[config.mk]
export PLATFORM = sky130hd
export DESIGN_NAME = stage_ifetch_queue
export DESIGN_NICKNAME = d
export VERILOG_FILES = /design/src/rtl/stage_ifetch_queue.sv
export SDC_FILE = /design/constraint.sdc
export NUM_CORES = 1
export LEC_CHECK = 0
export ABC_AREA = 1
export CORE_ASPECT_RATIO = 0.8
export CORE_MARGIN = 1.5
export CORE_UTILIZATION = 63
export DETAILED_ROUTE_END_ITERATION = 8
export DONT_BUFFER_PORTS = 1
export PLACE_DENSITY = 0.89
export SETUP_SLACK_MARGIN = 0.15
export SYNTH_ARGS = -nofsm -noshare
export SYNTH_HDL_FRONTEND = slang
export SYNTH_SLANG_ARGS = --single-unit
[constraint.sdc]
create_clock -name clk -period 5.2 [get_ports clk]
set_input_delay 1.04 -clock clk [delete_from_list [all_inputs] [get_ports clk]]
set_output_delay 1.04 -clock clk [all_outputs]
set_load 0.05 [all_outputs]
[src/rtl/stage_ifetch_queue.sv]
// Instruction fetch stage: fetch pointer, fixed-latency memory read tracking
// and a show-ahead prefetch queue feeding decode. Redirect flushes both the
// queue and every in-flight read so no stale opcode ever reaches decode.
module stage_ifetch_queue #(
  parameter int                 A_WIDTH     = 12,
  parameter int                 D_WIDTH     = 8,
  parameter int                 DEPTH       = 4,
  parameter int                 MEM_LATENCY = 1,
  parameter logic [A_WIDTH-1:0] RESET_PC    = '0
) (
  input  logic                         clk,
  input  logic                         reset,
  output logic                         ice,
  output logic [A_WIDTH-1:0]           ia,
  input  logic [D_WIDTH-1:0]           id,
  input  logic                         redirect,
  input  logic [A_WIDTH-1:0]           redirect_pc,
  output logic [D_WIDTH-1:0]           opcode,
  output logic [A_WIDTH-1:0]           opcode_pc,
  output logic                         drdy,
  input  logic                         ack_in,
  output logic [$clog2(DEPTH+1)-1:0]   level
);

  localparam int LW = $clog2(DEPTH + 1);
  localparam int PW = $clog2(DEPTH);
  localparam logic [LW:0] DEPTH_L = (LW + 1)'(DEPTH);

  logic [A_WIDTH-1:0]     fp;
  logic [D_WIDTH-1:0]     q_data [DEPTH];
  logic [A_WIDTH-1:0]     q_pc   [DEPTH];
  logic [PW-1:0]          rd_ptr;
  logic [PW-1:0]          wr_ptr;
  logic [LW-1:0]          count;
  logic [MEM_LATENCY-1:0] pipe_v;
  logic [A_WIDTH-1:0]     pipe_pc [MEM_LATENCY];
  logic [LW:0]            inflight;
  logic [LW:0]            credit_used;
  logic                   pop;
  logic                   push;

  // Credits: every issued read owns a queue slot until it is popped, so a
  // response can never find the queue full.
  always_comb begin
    inflight = '0;
    for (int i = 0; i < MEM_LATENCY; i++) begin
      inflight = inflight + (LW + 1)'(pipe_v[i]);
    end
    credit_used = (LW + 1)'(count) + inflight;
  end

  assign drdy      = (count != '0);
  assign pop       = drdy && ack_in;
  assign push      = pipe_v[MEM_LATENCY-1];
  assign ice       = !reset && !redirect && ((credit_used < DEPTH_L) || pop);
  assign ia        = fp;
  assign opcode    = q_data[rd_ptr];
  assign opcode_pc = q_pc[rd_ptr];
  assign level     = count;

  // Fetch pointer, in-flight tracking and queue state; reset beats redirect,
  // redirect beats any pop or arriving response in the same cycle.
  always_ff @(posedge clk) begin
    if (reset) begin
      fp     <= RESET_PC;
      rd_ptr <= '0;
      wr_ptr <= '0;
      count  <= '0;
      pipe_v <= '0;
      for (int i = 0; i < MEM_LATENCY; i++) pipe_pc[i] <= '0;
      for (int i = 0; i < DEPTH; i++) begin
        q_data[i] <= '0;
        q_pc[i]   <= '0;
      end
    end else if (redirect) begin
      fp     <= redirect_pc;
      rd_ptr <= '0;
      wr_ptr <= '0;
      count  <= '0;
      pipe_v <= '0;
    end else begin
      if (ice) fp <= fp + A_WIDTH'(1);
      for (int i = 1; i < MEM_LATENCY; i++) begin
        pipe_v[i]  <= pipe_v[i-1];
        pipe_pc[i] <= pipe_pc[i-1];
      end
      pipe_v[0]  <= ice;
      pipe_pc[0] <= fp;
      if (push) begin
        q_data[wr_ptr] <= id;
        q_pc[wr_ptr]   <= pipe_pc[MEM_LATENCY-1];
        wr_ptr         <= wr_ptr + PW'(1);
      end
      if (pop) rd_ptr <= rd_ptr + PW'(1);
      if (push && !pop)      count <= count + LW'(1);
      else if (pop && !push) count <= count - LW'(1);
    end
  end

endmodule
Word level (Yosys, flattened, before mapping). Memory sizes are Yosys's and may differ from the RTL's. A register that Yosys moved wholly into a read port is not among the register bits. Index checks and enable logic that the tools add are counted.

Input bits: 24. Bits in writable memories: 92. Logic and storage cells: 57. Memories kept: 3. Output and inout bits: 37. Flip-flop bits (word level): 20.

Add/subtract/negate cells: 6. Magnitude comparators: 1. Mux-type cells: 25. Reduce and logical (&&, ||, !) cells: 17.

Memories: q_pc (words 4, bits a word 12, rd ports 1, clocked after memory_dff 1, write ports 4, line 31) `logic [A_WIDTH-1:0] q_pc [DEPTH];`; q_data (words 4, bits a word 8, rd ports 1, clocked after memory_dff 1, write ports 4, line 30) `logic [D_WIDTH-1:0] q_data [DEPTH];`; pipe_pc (words 1, bits a word 12, rd ports 1, clocked after memory_dff 0, write ports 1, line 36) `logic [A_WIDTH-1:0] pipe_pc [MEM_LATENCY];`.

Operators with widths (number): two-way mux 12 bit (4); OR reduction 12 bit (2); adder 12 x 1 -> 12 bit, second input constant (1); two-way mux 1 bit (12); two-way mux 2 bit (6); two-way mux 8 bit (1); OR reduction 8 bit (1); two-way mux 3 bit (2); logical AND 1 bit (5); adder 2 x 1 -> 2 bit, second input constant (2); adder 3 x 1 -> 4 bit (1); zero test 1 bit (4); < comparator 4 x 3 -> 1 bit, second input constant (1); nonzero test 2 bit (2); adder 3 x 1 -> 3 bit, second input constant (1); nonzero test 3 bit (1); subtractor 3 x 1 -> 3 bit, second input constant (1); OR reduction 2 bit (1); logical OR 1 bit (1).

Logic depth before layout (Yosys ltp). Gate-level depths: netlist (run 1).

Word-level depth: 6. Depth in mapped cells: 10. Depth with buffers taken out: 10.

Worst setup path before layout (run 1). OpenSTA, ideal clock, no wires.

Kind: input-to-reg. Start: input redirect. End: memory q_data[3][0], enable pin. Slack: 1278 ps. Path buffers: 1. Stages: 2. Arrival time: 3468 ps. Setup time: 454 ps. Required time: 4746 ps. Path through: clkbuf_1 o41ai_1.

RTL lines: from (decl) (line 16) `input logic redirect,`; to (decl) (line 30).

==> results of run 1 <==
[power by group]
group	total [mW]	switching (mW)	internal, mW	leakage, nW
Clock	1.22	0.435	0.781	0.289
Combinational	0.188	0.150	0.0386	0.816
Sequential	1.09	0.0591	1.03	1.14
[per-stage QoR]
step	std cells	utilization (%)	power [mW]	cell area (um2)	hold slack (ns)
global route	657	73.5	2.56	5790	0.528
global placement	625	65.7	1.28	5170	0.453
CTS	657	73.5	2.49	5790	0.506
floorplan	535	-	1.24	5080	0.436
detailed placement	625	65.7	1.29	5170	0.473
finish	657	73.5	2.49	5790	0.510
[critical path: cells and delay by family (launching register included)]
kind / cells / cell delay [ns]
AOI/OAI and AO/OA: 2 / 1.13
buffers and inverters: 2 / 1.15
DFF: 1 / 0.30
[layout by cell type, fill, tap and decap left out]
master	Yosys	routed
a21oi_1	14	14
a41oi_1	2	2
buf_4	0	9
bufinv_16	0	4
clkbuf_16	0	16
clkbuf_8	0	1
clkinv_1	0	1
clkinv_2	0	1
clkinv_4	0	1
clkinvlp_4	0	4
dfxtp_1	22	22
edfxtp_1	92	92
fa_1	1	1
ha_1	2	2
inv_1	52	52
inv_2	2	2
inv_6	0	4
nand2_1	49	49
nand2_2	3	3
nand3_1	23	23
nand3b_1	1	1
nand4_1	1	1
nor2_1	139	139
nor2_2	1	1
nor2_4	2	2
nor3_1	20	20
o21ai_0	60	59
o21ai_1	0	1
o22ai_1	20	20
o41ai_2	0	1
or2_2	1	1
[worst min-delay path by stage]
stage                                start                      to  slack (ns)  cells past startpoint
detailed placement  rd_ptr[1]$_SDFFE_PN0P_                    flop        0.47                      2
floorplan           rd_ptr[1]$_SDFFE_PN0P_                    flop        0.44                      2
global route        rd_ptr[1]$_SDFFE_PN0P_                    flop        0.53                      2
CTS                 rd_ptr[1]$_SDFFE_PN0P_  rd_ptr[1]$_SDFFE_PN0P_        0.51                      2
finish              rd_ptr[1]$_SDFFE_PN0P_  rd_ptr[1]$_SDFFE_PN0P_        0.51                      2
global placement    rd_ptr[0]$_SDFFE_PN0P_  rd_ptr[0]$_SDFFE_PN0P_        0.45                      1
[registers in the layout (all words and copies together), names as in the netlist, named ones only]
register,count
ia,12
level,3
pipe_pc,12
pipe_v,1
q_data,32
q_pc,48
rd_ptr,2
wr_ptr,2
[metal layers]
layer | global-route usage (%) | routed length (um) | vias up | share of wire, %
met5 | 0 | 0 | - | 0
li1 | - | - | 1812 | -
met4 | 16.6 | 378 | 0 | 3.1
met3 | 9.51 | 1100 | 50 | 9.0
met1 | 39.0 | 4770 | 1869 | 39
met2 | 48.8 | 6030 | 261 | 49
[cell families (layout without fill, tap and decap cells)]
group           after synthesis  after routing
compound gates               97             97
flops                       114            114
simple gates                240            240
buf+inv                      81             95
fa+ha+maj                     3              3
[final cells by class]
| type | instances | share of cell area, % |
|---|---|---|
| clock buffer | 17 | 7.16 |
| clock inverter | 15 | 3.50 |
| inverter | 54 | 3.50 |
| multi-input combinational | 340 | 27.0 |
| sequential | 114 | 55.3 |
| tap | 108 | 2.33 |
| timing repair buffer | 9 | 1.17 |
==> reports/qor.csv, run 1 <==
stage,metric,value,unit
clock_network,cts bufs inserted,17,
synthesis,Synth top area share,54.4,%
sta,Final WS setup,1.05,ns
place,RD Place Congestion,0.871,
worst_setup_path,register-to-register setup slack,2.53,ns
floorplanning,Core ar.,7870,um2
place,pre-CTS setup slack,1.66,ns
synthesis,"count leader, synth",nor2_1,
floorplanning,Die Wd,103,um
clock_network,CTS Sinks,114,
place,hpwl dp,6850,um
worst_setup_path,worst-path fanout max,41,
global_route,gr usage total,31.3,%
floorplanning,die area,8610,um2
global_route,grt total ovfl,0,
cells_and_area,area occupied by multi-input gates,1560,um2
synthesis,syn_area_per_cell,9.50,um2
floorplanning,chip height,83.3,um
worst_setup_path,Worst R2R Start,pipe_v$_SDFF_PN0_,
synthesis,synth top area cells,"edfxtp_1 (54%), nor2_1 (10%), dfxtp_1 (8.7%)",
synthesis,dominant cell type by area after synthesis,edfxtp_1,
sta,skew final,0.0101,ns
synthesis,compound-gate portion of the synthesized area,10.3,%
worst_setup_path,CP endpoint kind,primary output,
clock_network,Post-CTS Setup Bufs,0,
synthesis,Synth cell types,24,
cells_and_area,P&R area growth vs syn,13.9,%
pwr,Max rail drop VDD,0.000250,V
sta,final setup fails,0,
cells_and_area,ant diodes,0,
detailed_routing,post-route ant nets,0,
synthesis,mux cell area share after synthesis,0,%
detailed_routing,initial DRC count,445,
synthesis,"Seq/Total Area, Yosys",63.1,%
worst_setup_path,kind of critical path,flop to primary output,
detailed_routing,WL/cell,18.7,um
worst_setup_path,startpoint types,flop,
synthesis,Async SR Flop Fraction,0,%
clock_network,CTS Buffer Depth,2,
synthesis,"Net Count, Synth",562,
detailed_routing,drt pass-1 iters,5,
outcome,outcome,"finished, final reports clean",
detailed_routing,Vias/cell,6.08,
synthesis,main combinational cell family by area after synthesis,simple AND/OR/NAND/NOR gates,
synthesis,Synth Area in Simple Gates,19.5,%
detailed_routing,total wire length,12300,um
cells_and_area,fillcell total,510,
synthesis,XOR/XNOR share of the synthesized area,0,%
clock_network,worst skew pair latency,0.53,ns
clock_network,CTS tree,done,
cells_and_area,layout cells sized above 1,9.11,%
worst_setup_path,CP Data Required Time,4.16,ns
floorplanning,Top Ports,61,
cells_and_area,Register Area,3200,um2
sta,worst-margin pin slew,1.17,ns
worst_setup_path,Worst Path Arrival,3.11,ns
sta,fin. max-slew vios,0,
clock_network,post_cts resized,0,
synthesis,ys flop type,edfxtp_1,
worst_setup_path,worst r2r dst,q_pc[1][10]$_SDFFCE_PN0P_,
synthesis,Synth Cell Area,5080,um2
flow_run,maxcap violations,0,
sta,Setup TNS Final,0,ns
detailed_routing,Via Count,3992,
place,PortBufs,0,
clock_network,Clock Tree Root,clkbuf_8,
clock_network,Clock Pin Slew Worst Setup and Hold Paths,0.06,ns
worst_setup_path,CP endpoint,opcode[7],
synthesis,"EDFF count, synth",92,
global_route,largest net degree at the start of global routing,43,
floorplanning,row cnt,29,
sta,Achievable Freq,241,MHz
worst_setup_path,CP max stage cell,inv_1,
min_path,type of the most critical hold path,flop to flop,
pwr,Pwr Density,430,nW/um2
worst_setup_path,CP max stage delay,0.90,ns
synthesis,Post-synth top cells,"nor2_1 (139), edfxtp_1 (92), o21ai_0 (60)",
sta,final period utilization,79.8,%
global_route,global-route wire length before repair,19600,um
clock_network,number of H-tree levels,4,
sta,final hold vios,0,
sta,RSZ-0062 raised after global routing,no,
global_route,initial antenna violation count,0,
synthesis,fraction of the mapped netlist area in adder cells,0.887,%
synthesis,Syn. warnings,0,
synthesis,Yosys reg bits,114,
sta,max_slew headroom,21.8,%
worst_setup_path,Worst Reg-to-Reg Cells,6,
synthesis,Synth Instances,535,
pwr,Leak,2.25,nW
floorplanning,initial core utilization,64.5,%
worst_setup_path,crit-path cells,buf_4 > inv_1 > o21ai_0 > o22ai_1,
sta,Tmin final,4.15,ns
detailed_routing,DRC viols,0,
cells_and_area,Nets,563,
clock_network,CTS hold repair buffers,0,
global_route,vias in the first global route,3927,
Power figures use the tool's default switching activity.
==> inputs of run 2 (changes only) <==
Clock period 5.2 ns to 4.03 ns, I/O delays scaled along.
==> reports/qor.csv, run 2 (synthesized netlist as in run 1, its figures left out) <==
stage,metric,value,unit
outcome,outcome,"finished, final reports clean",
detailed_routing,post-route ant nets,0,
place,PortBufs,0,
clock_network,post_cts resized,0,
flow_run,maxcap violations,0,
worst_setup_path,worst-path fanout max,21,
pwr,Switching Fraction,25.7,%
pwr,Logic pwr share,8.3,%
worst_setup_path,kind of critical path,flop to primary output,
worst_setup_path,register-to-register setup slack,1.33,ns
detailed_routing,total wire length,12700,um
sta,max_slew headroom,10.5,%
detailed_routing,WL met2,6510,um
sta,Setup TNS Final,0,ns
cells_and_area,Nets,580,
worst_setup_path,Worst Path Arrival,2.45,ns
cells_and_area,layout cells sized above 1,12.0,%
detailed_routing,Via Count,4099,
detailed_routing,Vias/cell,6.08,
sta,final hold vios,0,
sta,Achievable Freq,308,MHz
cells_and_area,Largest register FFs,48,
clock_network,CTS Buffer Depth,2,
global_route,largest net degree at the start of global routing,43,
clock_network,Post-CTS Setup Bufs,0,
cells_and_area,ant diodes,0,
clock_network,cts bufs inserted,17,
clock_network,number of H-tree levels,4,
sta,Tmin final,3.25,ns
pwr,Reg power frac,43.4,%
clock_network,Clock Tree Root,clkbuf_8,
detailed_routing,Top Layer Used,met4,
pwr,Pwr Total,3.23,mW
floorplanning,initial core utilization,64.5,%
sta,Final WS setup,0.779,ns
cells_and_area,area occupied by multi-input gates,1560,um2
floorplanning,chip height,83.3,um
cells_and_area,"leading cell type in the layout, fill and taps excluded",nor2_1,
place,RD Place Congestion,0.895,
sta,final period utilization,80.7,%
worst_setup_path,CP Data Required Time,3.22,ns
sta,final setup fails,0,
cells_and_area,Register Area,3200,um2
pwr,Clk pwr share,48.3,%
clock_network,worst skew pair latency,0.52,ns
clock_network,CTS Sinks,114,
floorplanning,row cnt,29,
place,hpwl dp,7430,um
cells_and_area,largest reg by FF count,q_pc,
sta,skew final,0.00718,ns
floorplanning,Top Ports,61,
sta,worst-margin pin slew,1.33,ns
cells_and_area,fillcell total,504,
clock_network,Clock Pin Slew Worst Setup and Hold Paths,0.06,ns
clock_network,CTS hold repair buffers,0,
worst_setup_path,startpoint types,flop,
global_route,initial antenna violation count,0,
cells_and_area,biggest regs,"q_pc x48, q_data x32",
detailed_routing,WL/cell,18.8,um
global_route,vias in the first global route,3992,
detailed_routing,DR WL met3,1270,um
floorplanning,die area,8610,um2
detailed_routing,initial DRC count,478,
cells_and_area,"commonest cells after routing, fill and taps aside","nor2_1 (139), edfxtp_1 (92), o21ai_0 (59)",
pwr,Leak,2.33,nW
min_path,type of the most critical hold path,input pin to flop,
global_route,global-route wire length before repair,20200,um
floorplanning,Die Wd,103,um
place,pre-CTS setup slack,0.826,ns
global_route,gr usage total,31.7,%
sta,RSZ-0062 raised after global routing,no,
worst_setup_path,CP endpoint kind,primary output,
global_route,grt total ovfl,0,
sta,fin. max-slew vios,0,
cells_and_area,P&R area growth vs syn,16.6,%
pwr,sw power,0.831,mW
clock_network,CTS tree,done,
detailed_routing,DRC viols,0,
floorplanning,Core ar.,7870,um2
pwr,cell internal pwr,2.40,mW
pwr,Max rail drop VDD,0.000394,V
pwr,Pwr Density,546,nW/um2
detailed_routing,wire length on met1,4590,um
detailed_routing,drt pass-1 iters,6,
## run 2: final cells by class
cell class,count,share of cell area [%]
sequential,114,54.1
clock inverter,15,3.55
multi-input combinational,340,26.4
clock buffer,17,6.99
inverter,54,3.42
timing repair buffer,26,3.30
tap,108,2.28
## run 2: worst max-delay path: stages, from the launching register on
cell	delay (ns)
dfxtp_1	0.83
inv_1	0.51
o21ai_0	0.27
o22ai_1	0.12
buf_4	0.21
## run 2: final timing paths
path	start	to	cells after the start
worst min-delay path	reset	ia[6]$_SDFFE_PP0P_	3
worst max register to register	level[1]$_SDFFE_PN0P_	level[2]$_SDFFE_PN0P_	10
worst min register to register	rd_ptr[0]$_SDFFE_PN0P_	flop	1
worst max-delay path	flop	opcode[7]	4
## run 2: power groups by stage
stage | logic [mW] | clock network (mW) | registers [mW]
5_1_grt | 0.289 | 1.62 | 1.41
3_3_place_gp | 0.247 | 0 | 1.42
3_5_place_dp | 0.258 | 0 | 1.42
4_1_cts | 0.264 | 1.57 | 1.40
6_report | 0.267 | 1.56 | 1.40
2_1_floorplan | 0.190 | 0 | 1.41
## run 2: per-layer routing
metal,track usage (%),up-vias
met5,0,-
met1,39.5,1912
met2,51.9,302
li1,-,1845
met4,12.5,0
met3,8.92,40
## run 2: per-stage QoR
step	utilization (%)	area, um2	hold WS, ns	cells
2_1_floorplan	-	5080	0.436	535
3_3_place_gp	67.3	5300	0.448	642
3_5_place_dp	67.3	5300	0.475	642
4_1_cts	75.2	5920	0.432	674
5_1_grt	75.2	5920	0.449	674
6_report	75.2	5920	0.446	674
==> inputs of run 3 (changes only) <==
Clock period 4.03 ns to 3.19 ns, I/O delays scaled along.
==> reports/qor.csv, run 3 (synthesized netlist as in run 1, its figures left out) <==
stage,metric,value,unit
clock_network,post_cts resized,0,
place,RD Place Congestion,0.898,
pwr,cell internal pwr,3.10,mW
worst_setup_path,Worst Path Arrival,2.17,ns
worst_setup_path,crit-path cells,nor2_1 > nor2_1 > nand2_1 > nand2_2 > inv_1,
global_route,largest net degree at the start of global routing,42,
pwr,Pwr Total,4.13,mW
global_route,vias in the first global route,4038,
cells_and_area,"leading cell type in the layout, fill and taps excluded",nor2_1,
cells_and_area,final core utilization,75.9,%
worst_setup_path,kind of critical path,flop to primary output,
worst_setup_path,CP max stage cell,dfxtp_1,
clock_network,CTS tree,done,
cells_and_area,largest reg by FF count,q_pc,
clock_network,worst skew pair latency,0.51,ns
pwr,Reg power frac,42.9,%
clock_network,Post-CTS Setup Bufs,0,
floorplanning,Die Wd,103,um
pwr,sw power,1.03,mW
cells_and_area,biggest regs,"q_pc x48, q_data x32",
sta,worst hold slack,0.294,ns
cells_and_area,Largest register FFs,48,
worst_setup_path,"Top cell by count, worst path",nor2_1,
floorplanning,chip height,83.3,um
clock_network,CTS hold repair buffers,0,
sta,Achievable Freq,356,MHz
sta,final setup fails,0,
sta,fin. max-slew vios,0,
worst_setup_path,Crit path depth,5,
global_route,global-route wire length before repair,19800,um
worst_setup_path,CP Data Required Time,2.55,ns
worst_setup_path,CP endpoint kind,primary output,
detailed_routing,post-route ant nets,0,
cells_and_area,"commonest cells after routing, fill and taps aside","nor2_1 (139), edfxtp_1 (92), o21ai_0 (59)",
detailed_routing,total wire length,12600,um
cells_and_area,final non-filler cell total,678,
clock_network,CTS Sinks,114,
floorplanning,row cnt,29,
worst_setup_path,Crit. Startpoint,level[1]$_SDFFE_PN0P_,
pwr,Clk pwr share,48.9,%
worst_setup_path,register-to-register setup slack,0.59,ns
global_route,initial antenna violation count,0,
place,placed cell count,646,
detailed_routing,DRC viols,0,
cells_and_area,Nets,584,
worst_setup_path,worst-path fanout max,10,
worst_setup_path,"Largest delay share family, worst path",flip-flops,
floorplanning,die area,8610,um2
detailed_routing,initial DRC count,392,
sta,max_slew headroom,44.5,%
place,pre-CTS setup slack,0.702,ns
cells_and_area,P&R area growth vs syn,17.6,%
worst_setup_path,Worst R2R Start,level[0]$_SDFFE_PN0P_,
sta,final hold vios,0,
global_route,gr usage total,31.0,%
pwr,Switching Fraction,24.9,%
detailed_routing,Via Count,4154,
pwr,Max rail drop VDD,0.000474,V
place,hpwl dp,7300,um
pwr,Pwr Density,691,nW/um2
outcome,outcome,"finished, final reports clean",
worst_setup_path,startpoint types,flop,
pwr,Leak,2.37,nW
worst_setup_path,worst r2r dst,level[1]$_SDFFE_PN0P_,
clock_network,cts bufs inserted,17,
clock_network,Clock Pin Slew Worst Setup and Hold Paths,0.06,ns
sta,RSZ-0062 raised after global routing,no,
worst_setup_path,CP max stage delay,0.73,ns
cells_and_area,layout cells sized above 1,12.6,%
sta,final period utilization,88.0,%
clock_network,CTS Buffer Depth,2,
cells_and_area,final instance area,5970,um2
global_route,grt total ovfl,0,
sta,skew final,0.00815,ns
min_path,type of the most critical hold path,input pin to flop,
detailed_routing,WL/cell,18.6,um
detailed_routing,Vias/cell,6.13,
sta,Setup TNS Final,0,ns
pwr,Logic pwr share,8.2,%
sta,worst-margin pin slew,0.832,ns
place,dpl cell area,5340,um2
floorplanning,initial core utilization,64.5,%
sta,Final WS setup,0.384,ns
clock_network,Clock Tree Root,clkbuf_8,
floorplanning,Core ar.,7870,um2
worst_setup_path,CP endpoint,ice,
cells_and_area,ant diodes,0,
worst_setup_path,worst path bufs/invs,1,
worst_setup_path,Worst Reg-to-Reg Cells,8,
sta,Tmin final,2.81,ns
flow_run,maxcap violations,0,
place,PortBufs,0,
clock_network,number of H-tree levels,4,
detailed_routing,drt pass-1 iters,5,
floorplanning,Top Ports,61,
## run 3: routing by layer
metal | share of wire [%] | wire length (um) | GRT usage (%)
met5 | 0 | 0 | 0
met4 | 2.4 | 304 | 13.0
met3 | 9.5 | 1200 | 7.32
met2 | 51 | 6380 | 50.3
met1 | 38 | 4750 | 39.8
## run 3: area by class of cell
cell class	count	area (um2)
Multi-Input combinational cell	340	1580
Fill cell	475	1900
Tap cell	108	135
Clock buffer	17	414
Inverter	54	203
Timing Repair Buffer	30	225
Clock inverter	15	215
Sequential cell	114	3200
## run 3: power groups by stage
stage	logic (mW)	registers, mW	clock network, mW
2_1_floorplan	0.241	1.79	0
3_3_place_gp	0.318	1.79	0
3_5_place_dp	0.331	1.80	0
4_1_cts	0.336	1.77	2.01
5_1_grt	0.366	1.77	2.09
6_report	0.340	1.77	2.02
## run 3: worst min-delay path by stage
stage | start | to | cells after the start
2_1_floorplan | rd_ptr[1]$_SDFFE_PN0P_ | flop | 2
3_3_place_gp | rd_ptr[0]$_SDFFE_PN0P_ | rd_ptr[0]$_SDFFE_PN0P_ | 1
3_5_place_dp | rd_ptr[0]$_SDFFE_PN0P_ | flop | 1
4_1_cts | reset | ia[6]$_SDFFE_PP0P_ | 3
5_1_grt | reset | ia[7]$_SDFFE_PP0P_ | 3
6_report | reset | ia[6]$_SDFFE_PP0P_ | 3
## run 3: worst reg2reg max path: stages (launching register included)
cell and delay, ns:
dfxtp_1 0.73, inv_1 0.18, nand2_1 0.44, nand2_1 0.14, ha_1 0.21, inv_1 0.10, fa_1 0.43, o21ai_0 0.16
a21oi_1 0.09
